## src/rtl/cpu_types_pkg.sv

```systemverilog
// cpu_types_pkg: shared CPU datapath types for the IF/ID stage.
//   word_t        : default 32-bit machine word
//   if_id_entry_t : {npc, instr, side} record handed from fetch to decode
//   NOP_INSTR     : value decode sees when the stage holds nothing
//   ptr_w()       : pointer width for a circular buffer of a given depth
package cpu_types_pkg;

  localparam int unsigned WORD_W_DFLT = 32;

  typedef logic [WORD_W_DFLT-1:0] word_t;

  typedef struct packed {
    word_t npc;
    word_t instr;
    logic  side;
  } if_id_entry_t;

  localparam word_t NOP_INSTR = '0;

  // A one-entry buffer still needs a 1-bit pointer port, even though it stays 0.
  function automatic int unsigned ptr_w(input int unsigned depth);
    return (depth > 1) ? $clog2(depth) : 1;
  endfunction

endpackage

```

## src/rtl/if_id_ctrl.sv

```systemverilog
// if_id_ctrl: read/write pointers, entry count and registered in_ready
// for the IF/ID elastic buffer.
// Ports:
//   CLK, nRST          clock, async active-low reset
//   in_valid           fetch offers an entry
//   out_ready          decode takes the head entry
//   flush              squash everything held (wins over push/pop)
//   push, pop          qualified handshakes for the datapath
//   in_ready           registered "room available"
//   out_valid          head entry valid
//   wr_ptr, rd_ptr     circular-buffer pointers
//   count              number of held entries
module if_id_ctrl
  import cpu_types_pkg::*;
#(
  parameter int unsigned DEPTH = 2
) (
  input  logic                             CLK,
  input  logic                             nRST,
  input  logic                             in_valid,
  input  logic                             out_ready,
  input  logic                             flush,
  output logic                             push,
  output logic                             pop,
  output logic                             in_ready,
  output logic                             out_valid,
  output logic [ptr_w(DEPTH)-1:0]          wr_ptr,
  output logic [ptr_w(DEPTH)-1:0]          rd_ptr,
  output logic [$clog2(DEPTH+1)-1:0]       count
);

  localparam int unsigned PTR_W = ptr_w(DEPTH);
  localparam int unsigned CNT_W = $clog2(DEPTH + 1);
  localparam logic [PTR_W-1:0] LAST_PTR = PTR_W'(DEPTH - 1);
  localparam logic [CNT_W-1:0] FULL_CNT = CNT_W'(DEPTH);

  logic [PTR_W-1:0] wr_ptr_q, wr_ptr_d;
  logic [PTR_W-1:0] rd_ptr_q, rd_ptr_d;
  logic [CNT_W-1:0] count_q, count_d;
  logic             in_ready_q, in_ready_d;

  function automatic logic [PTR_W-1:0] ptr_inc(input logic [PTR_W-1:0] p);
    return (p == LAST_PTR) ? '0 : p + PTR_W'(1);
  endfunction

  assign out_valid = (count_q != '0);
  assign push      = in_valid & in_ready_q;
  assign pop       = out_valid & out_ready;

  always_comb begin
    wr_ptr_d = wr_ptr_q;
    rd_ptr_d = rd_ptr_q;
    count_d  = count_q;
    if (flush) begin
      wr_ptr_d = '0;
      rd_ptr_d = '0;
      count_d  = '0;
    end else begin
      if (push) wr_ptr_d = ptr_inc(wr_ptr_q);
      if (pop)  rd_ptr_d = ptr_inc(rd_ptr_q);
      case ({push, pop})
        2'b10:   count_d = count_q + CNT_W'(1);
        2'b01:   count_d = count_q - CNT_W'(1);
        default: count_d = count_q;
      endcase
    end
    // Ready is taken from the next-state count so fetch never sees decode's
    // out_ready combinationally; a pop on full reopens the input one cycle late.
    in_ready_d = (count_d < FULL_CNT);
  end

  always_ff @(posedge CLK or negedge nRST) begin
    if (!nRST) begin
      wr_ptr_q   <= '0;
      rd_ptr_q   <= '0;
      count_q    <= '0;
      in_ready_q <= 1'b1;
    end else begin
      wr_ptr_q   <= wr_ptr_d;
      rd_ptr_q   <= rd_ptr_d;
      count_q    <= count_d;
      in_ready_q <= in_ready_d;
    end
  end

  assign in_ready = in_ready_q;
  assign wr_ptr   = wr_ptr_q;
  assign rd_ptr   = rd_ptr_q;
  assign count    = count_q;

endmodule

```

## src/rtl/if_id_elastic_latch.sv

```systemverilog
// if_id_elastic_latch: IF/ID pipeline register as a valid/ready elastic
// buffer of DEPTH entries with flush and a registered in_ready.
// Ports:
//   CLK, nRST                      clock, async active-low reset
//   in_valid/in_ready              fetch-side handshake
//   in_npc, in_instr, in_side      entry captured on push
//   flush                          squash all held entries
//   out_valid/out_ready            decode-side handshake
//   out_npc, out_instr, out_side   head entry, zero when empty
//   occupancy                      number of held entries
// Optional (macro IF_ID_PERF_CNT_EN):
//   stall_cycles                   cycles fetch was held off by in_ready
//   flush_drops                    entries squashed by flushes
module if_id_elastic_latch
  import cpu_types_pkg::*;
#(
  parameter int unsigned WORD_W = 32,
  parameter int unsigned SIDE_W = 1,
  parameter int unsigned DEPTH  = 2
) (
  input  logic                       CLK,
  input  logic                       nRST,
  input  logic                       in_valid,
  output logic                       in_ready,
  input  logic [WORD_W-1:0]          in_npc,
  input  logic [WORD_W-1:0]          in_instr,
  input  logic [SIDE_W-1:0]          in_side,
  input  logic                       flush,
  output logic                       out_valid,
  input  logic                       out_ready,
  output logic [WORD_W-1:0]          out_npc,
  output logic [WORD_W-1:0]          out_instr,
  output logic [SIDE_W-1:0]          out_side,
  output logic [$clog2(DEPTH+1)-1:0] occupancy
`ifdef IF_ID_PERF_CNT_EN
  ,
  output logic [31:0]                stall_cycles,
  output logic [31:0]                flush_drops
`endif
);

  localparam int unsigned PTR_W = ptr_w(DEPTH);
  localparam int unsigned CNT_W = $clog2(DEPTH + 1);
  localparam int unsigned ENT_W = 2 * WORD_W + SIDE_W;

  logic             push, pop;
  logic [PTR_W-1:0] wr_ptr, rd_ptr;
  logic [CNT_W-1:0] count;

  logic [ENT_W-1:0] mem_q [DEPTH];
  logic [ENT_W-1:0] mem_d [DEPTH];
  logic [ENT_W-1:0] head;

  if_id_ctrl #(
    .DEPTH(DEPTH)
  ) u_ctrl (
    .CLK      (CLK),
    .nRST     (nRST),
    .in_valid (in_valid),
    .out_ready(out_ready),
    .flush    (flush),
    .push     (push),
    .pop      (pop),
    .in_ready (in_ready),
    .out_valid(out_valid),
    .wr_ptr   (wr_ptr),
    .rd_ptr   (rd_ptr),
    .count    (count)
  );

  always_comb begin
    mem_d = mem_q;
    // A push that coincides with flush is dropped rather than written.
    if (push && !flush) mem_d[wr_ptr] = {in_npc, in_instr, in_side};
  end

  always_ff @(posedge CLK or negedge nRST) begin
    if (!nRST) begin
      for (int unsigned i = 0; i < DEPTH; i++) mem_q[i] <= '0;
    end else begin
      mem_q <= mem_d;
    end
  end

  assign head      = mem_q[rd_ptr];
  assign out_npc   = out_valid ? head[ENT_W-1 -: WORD_W]        : '0;
  assign out_instr = out_valid ? head[SIDE_W +: WORD_W]         : WORD_W'(NOP_INSTR);
  assign out_side  = out_valid ? head[SIDE_W-1:0]               : '0;
  assign occupancy = count;

`ifdef IF_ID_PERF_CNT_EN
  logic [31:0] stall_cycles_q, stall_cycles_d;
  logic [31:0] flush_drops_q, flush_drops_d;
  logic [32:0] drop_sum;

  always_comb begin
    stall_cycles_d = stall_cycles_q;
    flush_drops_d  = flush_drops_q;
    drop_sum       = {1'b0, flush_drops_q} + 33'(count) + 33'(push);
    if (in_valid && !in_ready && !flush && (stall_cycles_q != '1))
      stall_cycles_d = stall_cycles_q + 32'd1;
    if (flush)
      flush_drops_d = drop_sum[32] ? '1 : drop_sum[31:0];
  end

  always_ff @(posedge CLK or negedge nRST) begin
    if (!nRST) begin
      stall_cycles_q <= '0;
      flush_drops_q  <= '0;
    end else begin
      stall_cycles_q <= stall_cycles_d;
      flush_drops_q  <= flush_drops_d;
    end
  end

  assign stall_cycles = stall_cycles_q;
  assign flush_drops  = flush_drops_q;
`endif

endmodule

```

## config.mk

```make
export PLATFORM = sky130hd
export DESIGN_NAME = if_id_elastic_latch
export DESIGN_NICKNAME = d
export VERILOG_FILES = /design/src/rtl/cpu_types_pkg.sv /design/src/rtl/if_id_ctrl.sv /design/src/rtl/if_id_elastic_latch.sv
export SDC_FILE = /design/constraint.sdc
export NUM_CORES = 1
export LEC_CHECK = 0
export ABC_AREA = 1
export BUFFER_PORTS_ARGS = -buffer_cell sky130_fd_sc_hd__buf_4
export CAP_MARGIN = 15
export CORE_UTILIZATION = 50
export CTS_CLUSTER_DIAMETER = 50
export DETAILED_ROUTE_END_ITERATION = 7
export GPL_TIMING_DRIVEN = 0
export PLACE_DENSITY = 0.83
export SLEW_MARGIN = 20
export SYNTH_ARGS = -nofsm -noshare
export SYNTH_HDL_FRONTEND = slang
export SYNTH_SLANG_ARGS = --single-unit
```

## constraint.sdc

```tcl
create_clock -name CLK -period 1.47 [get_ports CLK]
set_input_delay 0.0735 -clock CLK [delete_from_list [all_inputs] [get_ports CLK]]
set_output_delay 0.0735 -clock CLK [all_outputs]
set_load 0.05 [all_outputs]
```

== Yosys cells after proc, flatten, opt, wreduce, memory -nomap -nowiden ==
Index checks and enable logic that the tools add are counted.
W data, S select, Z words.
Word-level totals
  register bits: 135
  input port bits: 70
  output and inout bits: 69
  word-level logic and storage cells: 43
Operators by class
  $add $sub $neg: 4
  order comparisons: 4
  equal/unequal tests: 2
  mux-type cells: 17
  bitwise gates (word level): 4
  reductions and logical operators: 6
Operators by type and width (count)
  $mux W65: 4
  $bwmux W130: 1
  $demux W65 S1: 1
  $mux W32: 2
  $mux W1: 7
  $reduce_bool A2 Y1: 3
  $ge A2 B2 Y1 const B: 2
  $not A1 Y2: 2
  $pmux W2 S2: 1
  $add A1 B1 Y1 const B: 2
  $add A2 B1 Y2 const B: 1
  $and A1 B1 Y1: 2
  $eq A2 B1 Y1 const B: 1
  $eq A2 B2 Y1 const B: 1
  $logic_and A1 B1 Y1: 2
  $lt A2 B1 Y1 const B: 1
  $lt A2 B2 Y1 const B: 1
  $mux W2: 1
  $sub A2 B1 Y2 const B: 1
  $logic_not A1 Y1: 1

== Logic depth before layout (Yosys ltp) ==
Gate-level depths: netlist (run 1).
  word-level depth: 6
  mapped depth: 8
  depth with buffers taken out: 8

== Modules after synthesis ==
From an unflattened synthesis (run 1), not the netlist that was laid out.
Unflattened totals
  cells, all modules: 837
  area, all modules: 6588.8 µm²
Modules (own cells, without submodules)
  if_id_elastic_latch: times used 1, cells an instance 798, area each 6277.3 µm², sequential area each 3253.1 µm²
  if_id_ctrl: times used 1, cells an instance 39, area each 311.5 µm², sequential area each 126.4 µm²

== Worst setup path before layout (run 1) ==
No wires, ideal clock.
  path kind: flip-flop to output port
  from: register u_ctrl.count_q[1], in the netlist u_ctrl.count[1]
  to: output out_instr[0]
  arrival: 1.919 ns
  required time: 1.397 ns
  path slack: -0.523 ns
  cell stages (with the launch flop): 5
  path buffers: 2
  cells stage by stage: dfrtp_1 -> nor2_1 -> buf_4 -> buf_2 -> a21oi_1
Between the ends
  longest elaborated chain between the ends: 2
RTL lines
  start: declaration: line if_id_ctrl.sv:39  | logic [CNT_W-1:0] count_q, count_d;
  start signal: assignment: line if_id_ctrl.sv:81  | count_q <= count_d;
  $reduce_bool A2 Y1: line if_id_ctrl.sv:46  | assign out_valid = (count_q != '0);
  $mux W32: line if_id_elastic_latch.sv:87  | assign out_instr = out_valid ? head[SIDE_W +: WORD_W] : WORD_W'(NOP_INSTR);
  end: declaration: line if_id_elastic_latch.sv:32  | output logic [WORD_W-1:0] out_instr,
No other way between the ends.

== Final worst setup path (run 1) ==
  from: register u_ctrl.rd_ptr_q, in the netlist u_ctrl.rd_ptr
  to: output out_instr[11]
Between the ends
  longest elaborated chain between the ends: 5
RTL lines
  start: declaration: line if_id_ctrl.sv:38  | logic [PTR_W-1:0] rd_ptr_q, rd_ptr_d;
  start signal: assignment: line if_id_ctrl.sv:80  | rd_ptr_q <= rd_ptr_d;
  $not A1 Y2 (implied by the code): line if_id_elastic_latch.sv:85  | assign head = mem_q[rd_ptr];
  $mux W65 (implied by the code) (3 in series): line if_id_elastic_latch.sv:85
  $mux W32: line if_id_elastic_latch.sv:87
No other way between the ends. The select of a mux whose other input is x is not followed.

==> impl_metrics.yaml, run 1 <==
setup_path:
  cp_max_fo: 4
  crit_chain: "clkinv_4 -> buf_12 -> buf_16 -> buf_8 -> nand2_2 -> a21oi_2 -> buf_6"
  cp-start-kind: "register"
  slowest_stage: "dfrtp_2"
  cp-end-kind: "output port"
  cp.required_ps: 1400
  critPathTopFamily: "buffers and inverters"
  path_class: "register to output port"
  max_stage_delay_ps: 460
  arrival_ps: 1810
  timing.critical_path.buf_inv: 5
die:
  die_w_um: 115
  die_h_um: 115
  rows: 40
  boundaryPins: 139
  start_util_pct: 52.2
  fp.coreArea_um2: 12300
  dieArea_um2: 13300
clocking:
  cts_max_level: 4
  clock_sinks: 135
  cts_buffer_depth: 2
  clock-root-buffer: "clkbuf_16"
  clock_latency_ps: 440
  tritoncts: "done"
  clk_pin_slew_ps: 60
  cts_made_buffers: 17
yosys:
  synth.top_cells.by_count: "265 x nand2_1, 134 x dfrtp_1, 73 x inv_1"
  mappedNetlistArea_um2: 6400
  ys_ff_latch: 135
  syn_avg_cell_area_um2: 8.64
  async_reset_ff_share_pct: 100
  synthFlopType: "dfrtp_1"
  yosysUniqueCellTypes: 24
  synth_nets: 813
  synth_edf_count: 0
  ys_seq_area_share_pct: 52.8
  yosys_warnings: 0
  netlist_instances: 741
  synth_most_common_cell: "nand2_1"
  ys_top_cells_by_area: "dfrtp_1 52%, nand2_1 16%, o21ai_2 8.3%"
  synth_top_area_share_pct: 52.4
  yosysTopAreaCell: "dfrtp_1"
timing:
  period_share_pct: 128
  grt_setup_unrepaired: "true"
  slew_headroom_pct: 67.1
  tightestPinTransition_ps: 494
  drv_slew: 0
  finalWorstSetupSlack_ps: -413
  finalCriticalPeriod_ps: 1880
  skew_ps: 11.4
  fin_setup_tns_ps: -21450
  fmax_mhz: 531
  finalSetupViolCount: 123
  hold_viol_final: 0
final_layout:
  nNetsFinal: 1055
  areaGrowthSynthToFinish_pct: 69.7
  nFillCells: 475
  final_area_um2: 10900
  post-route-util_pct: 88.6
  drive_above_1_share_pct: 46.6
placed_design:
  place_congestion: 0.778
  place_area_um2: 8280
  dp_hpwl_mm: 11.5
  io_buffers: 138
worst_hold_path:
  hold_class: "input port to async pin"
power_and_ir_drop:
  peakVddDrop_v: 0.00119
  power_density_nw_per_um2: 2030
  power_mw: 22.1
  power.leakage_nw: 5.01
routing:
  post_drt_wl_per_cell_um: 23.5
  drc: 0
  first_pass_iters: 6
  routed_wl_mm: 27.4
  via_per_inst: 6.00
  dr_total_vias: 6996
  antenna_left: 0
  drt_iter0_markers: 952
global_routing:
  grt_remaining_overflow: 0
  grt_pass1_wl_mm: 34.3
  grt_start_max_net_pins: 94
  grt_pass1_vias: 6619
  grt_use_total_pct: 35.0
  grt_antenna_before_repair: 1
flow_run:
  max_cap_viol_count: 0
run_status:
  violations: "setup timing"
  status: "finished, violations left"
==> cell usage in the layout, fill, tap and decap left out, types with 2 or more instances in the layout <==
cell,instances
buf_12,19
nand3_1,2
o21ai_0,32
buf_4,80
diode_2,2
buf_2,2
inv_1,70
o21ai_1,25
clkbuf_16,23
o21ai_4,3
clkbuf_2,5
bufinv_16,3
dfrtp_1,131
nand2_1,191
clkinvlp_4,4
nand2_2,51
clkbuf_8,3
buf_8,18
clkinv_2,4
o21ai_2,72
nor2_1,8
nand2_4,23
inv_6,2
buf_16,4
buf_6,68
dlygate4sd3_1,68
dfrtp_2,3
nand2_8,2
a21oi_4,46
a21oi_2,19
nor2_4,2
==> final timing paths <==
kind	end	cells past startpoint	startpoint	slack, ps
max reg2reg	mem_q[25]	7	u_ctrl.in_ready	-140
min reg2reg	mem_q[92]	2	mem_q[92]	490
min in group CLK	u_ctrl.rd_ptr	5	out_ready	190
max in group asynchronous	mem_q[101]	3	nRST	590
max	out_instr[11]	7	u_ctrl.rd_ptr	-410
min	u_ctrl.wr_ptr	2	nRST	110
==> power breakdown <==
part	switching (mW)	internal [mW]	total, mW
Clock	1.76	2.79	4.55
Combinational	6.60	4.17	10.8
Sequential	1.44	5.29	6.73
==> flip-flops by register name, indices dropped and copies added, names as in the netlist <==
name and cells:
mem_q 130, u_ctrl.in_ready 1, u_ctrl.count 2, u_ctrl.rd_ptr 1, u_ctrl.wr_ptr 1
==> layer usage <==
| layer | routed length, um | vias to the layer above | GRT usage [%] | part of all wire [%] |
|---|---|---|---|---|
| met5 | 0 | - | 0 | 0 |
| met4 | 2100 | 0 | 20.0 | 7.7 |
| met3 | 2660 | 194 | 8.59 | 9.7 |
| met2 | 13200 | 578 | 58.8 | 48 |
| met1 | 9460 | 3381 | 41.1 | 34 |
| li1 | - | 2843 | - | - |
==> final cells by class <==
class | count | area, um^2 | share of cell area, %
Buffer | 49 | 686 | 6.31
Sequential cell | 135 | 3380 | 31.1
Multi-Input combinational cell | 483 | 3360 | 30.9
Timing Repair Buffer | 223 | 2320 | 21.3
Antenna cell | 2 | 5.00 | 0.0461
Tap cell | 168 | 210 | 1.93
Clock buffer | 20 | 467 | 4.30
Inverter | 74 | 290 | 2.67
Clock inverter | 12 | 149 | 1.37
==> cell families (layout without fill, tap and decap cells) <==
| logic type | count (synthesis) | in the layout | synth area share [%] |
|---|---|---|---|
| AND/OR/NAND/NOR | 282 | 282 | 16.9 |
| AO/OA/AOI/OAI | 199 | 199 | 19.2 |
| flip-flops | 135 | 135 | 52.8 |
| buffers and inverters | 123 | 378 | 10.7 |
| adder cells (fa/ha/maj) | 2 | 2 | 0.391 |
| other | 0 | 2 | 0 |
==> timing repair <==
action                                  in CTS  in global routing
pin swaps                                   11                 12
setup buffers                                2                  6
hold buffers                                68                  0
hold endpoints to repair                   266                  0
cloned                                       2                  6
endpoints found under the setup margin      68                104
gates resized for setup                    149                147
==> per-stage QoR <==
step	hold WS, ps	setup slack [ps]	std cells
2_1_floorplan	-222	-82.0	741
3_3_place_gp	340	-294	1047
3_5_place_dp	-16.9	-296	1048
4_1_cts	117	-297	1152
5_1_grt	135	-396	1165
6_report	108	-413	1166
Note: power is estimated with default switching activity, not from simulation.
==> run 2, diff against run 1 <==
==> constraint.sdc (replaced) <==
create_clock -name CLK -period 1.47 [get_ports CLK]
set_input_delay 0.3675 -clock CLK [delete_from_list [all_inputs] [get_ports CLK]]
set_output_delay 0.3675 -clock CLK [all_outputs]
set_load 0.05 [all_outputs]
==> impl_metrics.yaml, run 2 (synthesis gave the netlist of run 1 again) <==
run_status:
  status: "finished, violations left"
  violations: "setup timing"
setup_path:
  worstRegToRegCells: 7
  arrival_ps: 1750
  slowest_stage: "dfrtp_2"
  rr_endpoint: "mem_q[30]"
  path_class: "register to output port"
  r2r_start: "u_ctrl.in_ready"
  cp-start-kind: "register"
  cp-end-kind: "output port"
  cp_common_cell: "buf_6"
  cp_max_fo: 10
  cp.required_ps: 1100
  max_stage_delay_ps: 430
  r2r_slack_ps: -110
  crit_chain: "buf_8 -> buf_6 -> nand2_1 -> a21oi_4 -> buf_6"
timing:
  skew_ps: 6.69
  tightestPinTransition_ps: 534
  hold_viol_final: 0
  grt_setup_unrepaired: "true"
  finalSetupViolCount: 183
  slew_headroom_pct: 64.4
  finalCriticalPeriod_ps: 2120
  fmax_mhz: 471
  drv_slew: 0
  finalWorstSetupSlack_ps: -651
  period_share_pct: 144
worst_hold_path:
  hold_depth: 3
  hold_class: "input port to register"
  hold_path_end: "mem_q[28]"
  hold_path_startpoint: "in_instr[27]"
final_layout:
  largest_reg_flops: 130
  final_cell_mix: "135 x nand2_1, 131 x dfrtp_1, 95 x nand2_2"
  post-route-util_pct: 87.9
  register_area_um2: 3380
  nFillCells: 487
  areaGrowthSynthToFinish_pct: 68.4
  drive_above_1_share_pct: 56.7
  regMostFlops: "mem_q"
  multi_input_area_um2: 3650
  final_area_um2: 10800
  final_common_cell: "nand2_1"
  nNetsFinal: 1002
  final_cells: 1111
  insertedDiodeCount: 0
power_and_ir_drop:
  seqPwrFrac_pct: 30.6
  intPower_mw: 12.6
  power.leakage_nw: 4.95
  p_clk_share_pct: 19.9
  peakVddDrop_v: 0.00135
  combPwrFrac_pct: 49.5
  p_sw_mw: 9.73
  switching_share_pct: 43.6
  power_density_nw_per_um2: 2070
clocking:
  tritoncts: "done"
  cts_buffer_depth: 2
  clock_latency_ps: 440
  clock-root-buffer: "clkbuf_16"
  clk_pin_slew_ps: 60
  clock_sinks: 135
  cts_max_level: 4
  cts_made_buffers: 17
routing:
  wl_met1_mm: 9.43
  top_layer: "met4"
  antenna_left: 0
  dr_total_vias: 6532
  drt_iter0_markers: 600
  routed_wl_mm: 24.9
  first_pass_iters: 5
  wl_met2_mm: 12.4
  via_per_inst: 5.88
  drc: 0
  wl_met3_mm: 1.77
  post_drt_wl_per_cell_um: 22.4
global_routing:
  grt_remaining_overflow: 0
  grt_use_total_pct: 29.8
  grt_antenna_before_repair: 0
  grt_start_max_net_pins: 69
  grt_pass1_wl_mm: 29.8
  grt_pass1_vias: 5999
die:
  die_w_um: 115
  rows: 40
  dieArea_um2: 13300
  fp.coreArea_um2: 12300
  boundaryPins: 139
  start_util_pct: 52.2
  die_h_um: 115
placed_design:
  dp.cells: 1048
  place_area_um2: 8470
  place_congestion: 0.775
  post-place-ws_ps: -384
  io_buffers: 138
  dp_hpwl_mm: 11.5
flow_run:
  max_cap_viol_count: 0
-- run 2: metrics by stage --
step | hold slack, ps | setup TNS [ps] | power (mW)
CTS | 197 | -34750 | 19.9
finish | 194 | -43440 | 22.3
global route | 209 | -51180 | 23.0
global placement | 463 | -79700 | 14.2
floorplan | 71.9 | -10740 | 12.4
detailed placement | 355 | -18300 | 14.4
-- run 2: worst max path at each step --
stage / startpoint / to / slack (ps) / cells after the start
after floorplan: u_ctrl.count[1] / out_valid / -170 / 4
after global placement: nRST / u_ctrl.count[0] / -590 / 1
after detailed placement: u_ctrl.rd_ptr / out_instr[6] / -380 / 5
after CTS: u_ctrl.rd_ptr / out_instr[5] / -580 / 5
after global routing: u_ctrl.rd_ptr / out_npc[1] / -680 / 6
final: u_ctrl.rd_ptr / out_npc[1] / -650 / 5
-- run 2: worst max-delay path: cells and delay by family (launching register included) --
kind                   cells  cell delay [ps]
AO/OA/AOI/OAI              1              210
AND/OR/NAND/NOR            1              150
flip-flops                 1              430
buffers and inverters      3              540
-- run 2: metal layers --
layer / vias up / global-route usage [%]
li1: 2740 / -
met1: 3231 / 39.3
met2: 435 / 50.1
met3: 126 / 5.32
met4: 0 / 9.52
met5: - / 0
-- run 2: cell type report --
type	count	share of cell area, %
Multi-Input combinational cell	483	33.9
Sequential cell	135	31.4
Timing Repair Buffer	170	17.6
Buffer	49	6.90
Clock buffer	23	4.44
Inverter	74	2.68
Tap cell	168	1.95
Clock inverter	9	1.14
-- run 2: power by group through the flow --
stage                     clock, mW  sequential [mW]  combinational, mW
final                          4.44             6.82               11.0
after detailed placement          0             6.16               8.25
after global routing           4.56             6.92               11.5
after floorplan                   0             6.06               6.37
after CTS                      4.37             6.15               9.38
after global placement            0             6.09               8.09
-- run 2: what timing repair did --
item / CTS / global route
gates cloned: 2 / 16
pin swaps: 3 / 5
buffers inserted: 9 / 3
gates resized for setup: 128 / 242
setup endpoints to repair: 67 / 138
hold endpoints to repair: 67 / 0
hold buffers: 1 / 0
==> run 3, diff against run 2 <==
--- a/config.mk
+++ b/config.mk
@@ -12,7 +12,8 @@
 export CTS_CLUSTER_DIAMETER = 50
 export DETAILED_ROUTE_END_ITERATION = 7
 export GPL_TIMING_DRIVEN = 0
-export PLACE_DENSITY = 0.83
+export PLACE_DENSITY = 0.74
+export SKIP_LAST_GASP = 1
 export SLEW_MARGIN = 20
 export SYNTH_ARGS = -nofsm -noshare
 export SYNTH_HDL_FRONTEND = slang
==> impl_metrics.yaml, run 3 (synthesis gave the netlist of run 1 again) <==
final_layout:
  nNetsFinal: 1004
  nFillCells: 630
  final_area_um2: 10500
  regMostFlops: "mem_q"
  final_cells: 1110
  post-route-util_pct: 85.5
  insertedDiodeCount: 0
  largest_reg_flops: 130
  areaGrowthSynthToFinish_pct: 63.8
  drive_above_1_share_pct: 49.9
  final_cell_mix: "192 x nand2_1, 132 x dfrtp_1, 78 x buf_4"
  final_common_cell: "nand2_1"
timing:
  finalWorstSetupSlack_ps: -612
  skew_ps: 4.93
  grt_setup_unrepaired: "true"
  slew_headroom_pct: 68.7
  hold_viol_final: 0
  fin_setup_tns_ps: -36490
  finalCriticalPeriod_ps: 2080
  tightestPinTransition_ps: 469
  hold_ws_ps: 219
  drv_slew: 0
  fmax_mhz: 480
  period_share_pct: 142
  finalSetupViolCount: 119
setup_path:
  slowest_stage: "dfrtp_1"
  crit_chain: "inv_2 -> buf_8 -> buf_12 -> buf_8 -> nand2_1 -> a21oi_4 -> buf_6"
  max_stage_delay_ps: 390
  crit_end: "out_instr[4]"
  path_class: "register to output port"
  r2r_start: "u_ctrl.in_ready"
  rr_endpoint: "mem_q[64]"
  timing.critical_path.buf_inv: 5
  critPathTopFamily: "buffers and inverters"
  arrival_ps: 1710
  cp_max_fo: 5
  cp_common_cell: "buf_8"
  cp-start-kind: "register"
  worstRegToRegCells: 7
  cp-end-kind: "output port"
  critical_path_depth: 7
  r2r_slack_ps: -70
  cp.required_ps: 1100
  startpoint: "u_ctrl.rd_ptr"
die:
  die_h_um: 115
  boundaryPins: 139
  dieArea_um2: 13300
  rows: 40
  die_w_um: 115
  fp.coreArea_um2: 12300
  start_util_pct: 52.2
global_routing:
  grt_pass1_vias: 5949
  grt_pass1_wl_mm: 29.6
  grt_start_max_net_pins: 92
  grt_use_total_pct: 29.6
  grt_remaining_overflow: 0
  grt_antenna_before_repair: 0
clocking:
  clk_pin_slew_ps: 50
  clock_latency_ps: 410
  clock-root-buffer: "clkbuf_16"
  clock_sinks: 135
  cts_buffer_depth: 2
  tritoncts: "done"
  cts_max_level: 4
  cts_made_buffers: 17
routing:
  via_per_inst: 5.47
  drc: 0
  first_pass_iters: 5
  post_drt_wl_per_cell_um: 18.9
  drt_iter0_markers: 367
  antenna_left: 0
  routed_wl_mm: 20.9
  dr_total_vias: 6068
power_and_ir_drop:
  power.leakage_nw: 4.85
  power_density_nw_per_um2: 2010
  power_mw: 21.1
  peakVddDrop_v: 0.00135
placed_design:
  io_buffers: 138
  place_area_um2: 8470
  place_congestion: 0.804
  dp_hpwl_mm: 11.9
  dp.cells: 1048
  post-place-ws_ps: -392
worst_hold_path:
  hold_path_startpoint: "in_instr[2]"
  hold_class: "input port to register"
run_status:
  violations: "setup timing"
  status: "finished, violations left"
flow_run:
  max_cap_viol_count: 0
## run 3: final cells by class
cell class | count | area [um^2] | area share, %
Sequential cell | 135 | 3380 | 32.3
Timing Repair Buffer | 173 | 1910 | 18.2
Clock inverter | 4 | 20.0 | 0.191
Tap cell | 168 | 210 | 2.01
Buffer | 48 | 728 | 6.95
Clock buffer | 25 | 505 | 4.82
Multi-Input combinational cell | 483 | 3440 | 32.8
Inverter | 74 | 289 | 2.76
## run 3: worst min path at each step
stage | endpoint | depth (start not counted)
floorplan | mem_q[0] | 0
global placement | mem_q[124] | 2
detailed placement | mem_q[29] | 1
CTS | mem_q[20] | 3
global route | mem_q[43] | 3
finish | mem_q[3] | 3
## run 3: worst register-to-register path: cells and delay by family (launching register included)
family / cells / cell delay, ps
flops: 1 / 570
buf+inv: 3 / 450
simple gates: 3 / 330
compound gates: 1 / 80
## run 3: what timing repair did
| action | in CTS | in global routing |
|---|---|---|
| gates resized for setup | 148 | 146 |
| buffers inserted | 15 | 7 |
| cloned | 4 | 10 |
| setup endpoints to repair | 67 | 139 |
| hold buffers | 1 | 0 |
| pin swaps | 13 | 22 |
| endpoints found under the hold margin | 44 | 0 |
## run 3: report_power, final
part	internal, mW	switching, mW
sequential	5.29	1.16
clock	2.34	1.50
combinational	4.52	6.29
total	12.2	8.96
## run 3: per-layer routing
layer  GRT usage (%)  vias up  share of wire (%)
met1            37.2     3018                 40
met5               0        -                  0
li1                -     2735                  -
met4            10.6        0                3.2
met3            6.33       60                6.6
met2            50.6      255                 51
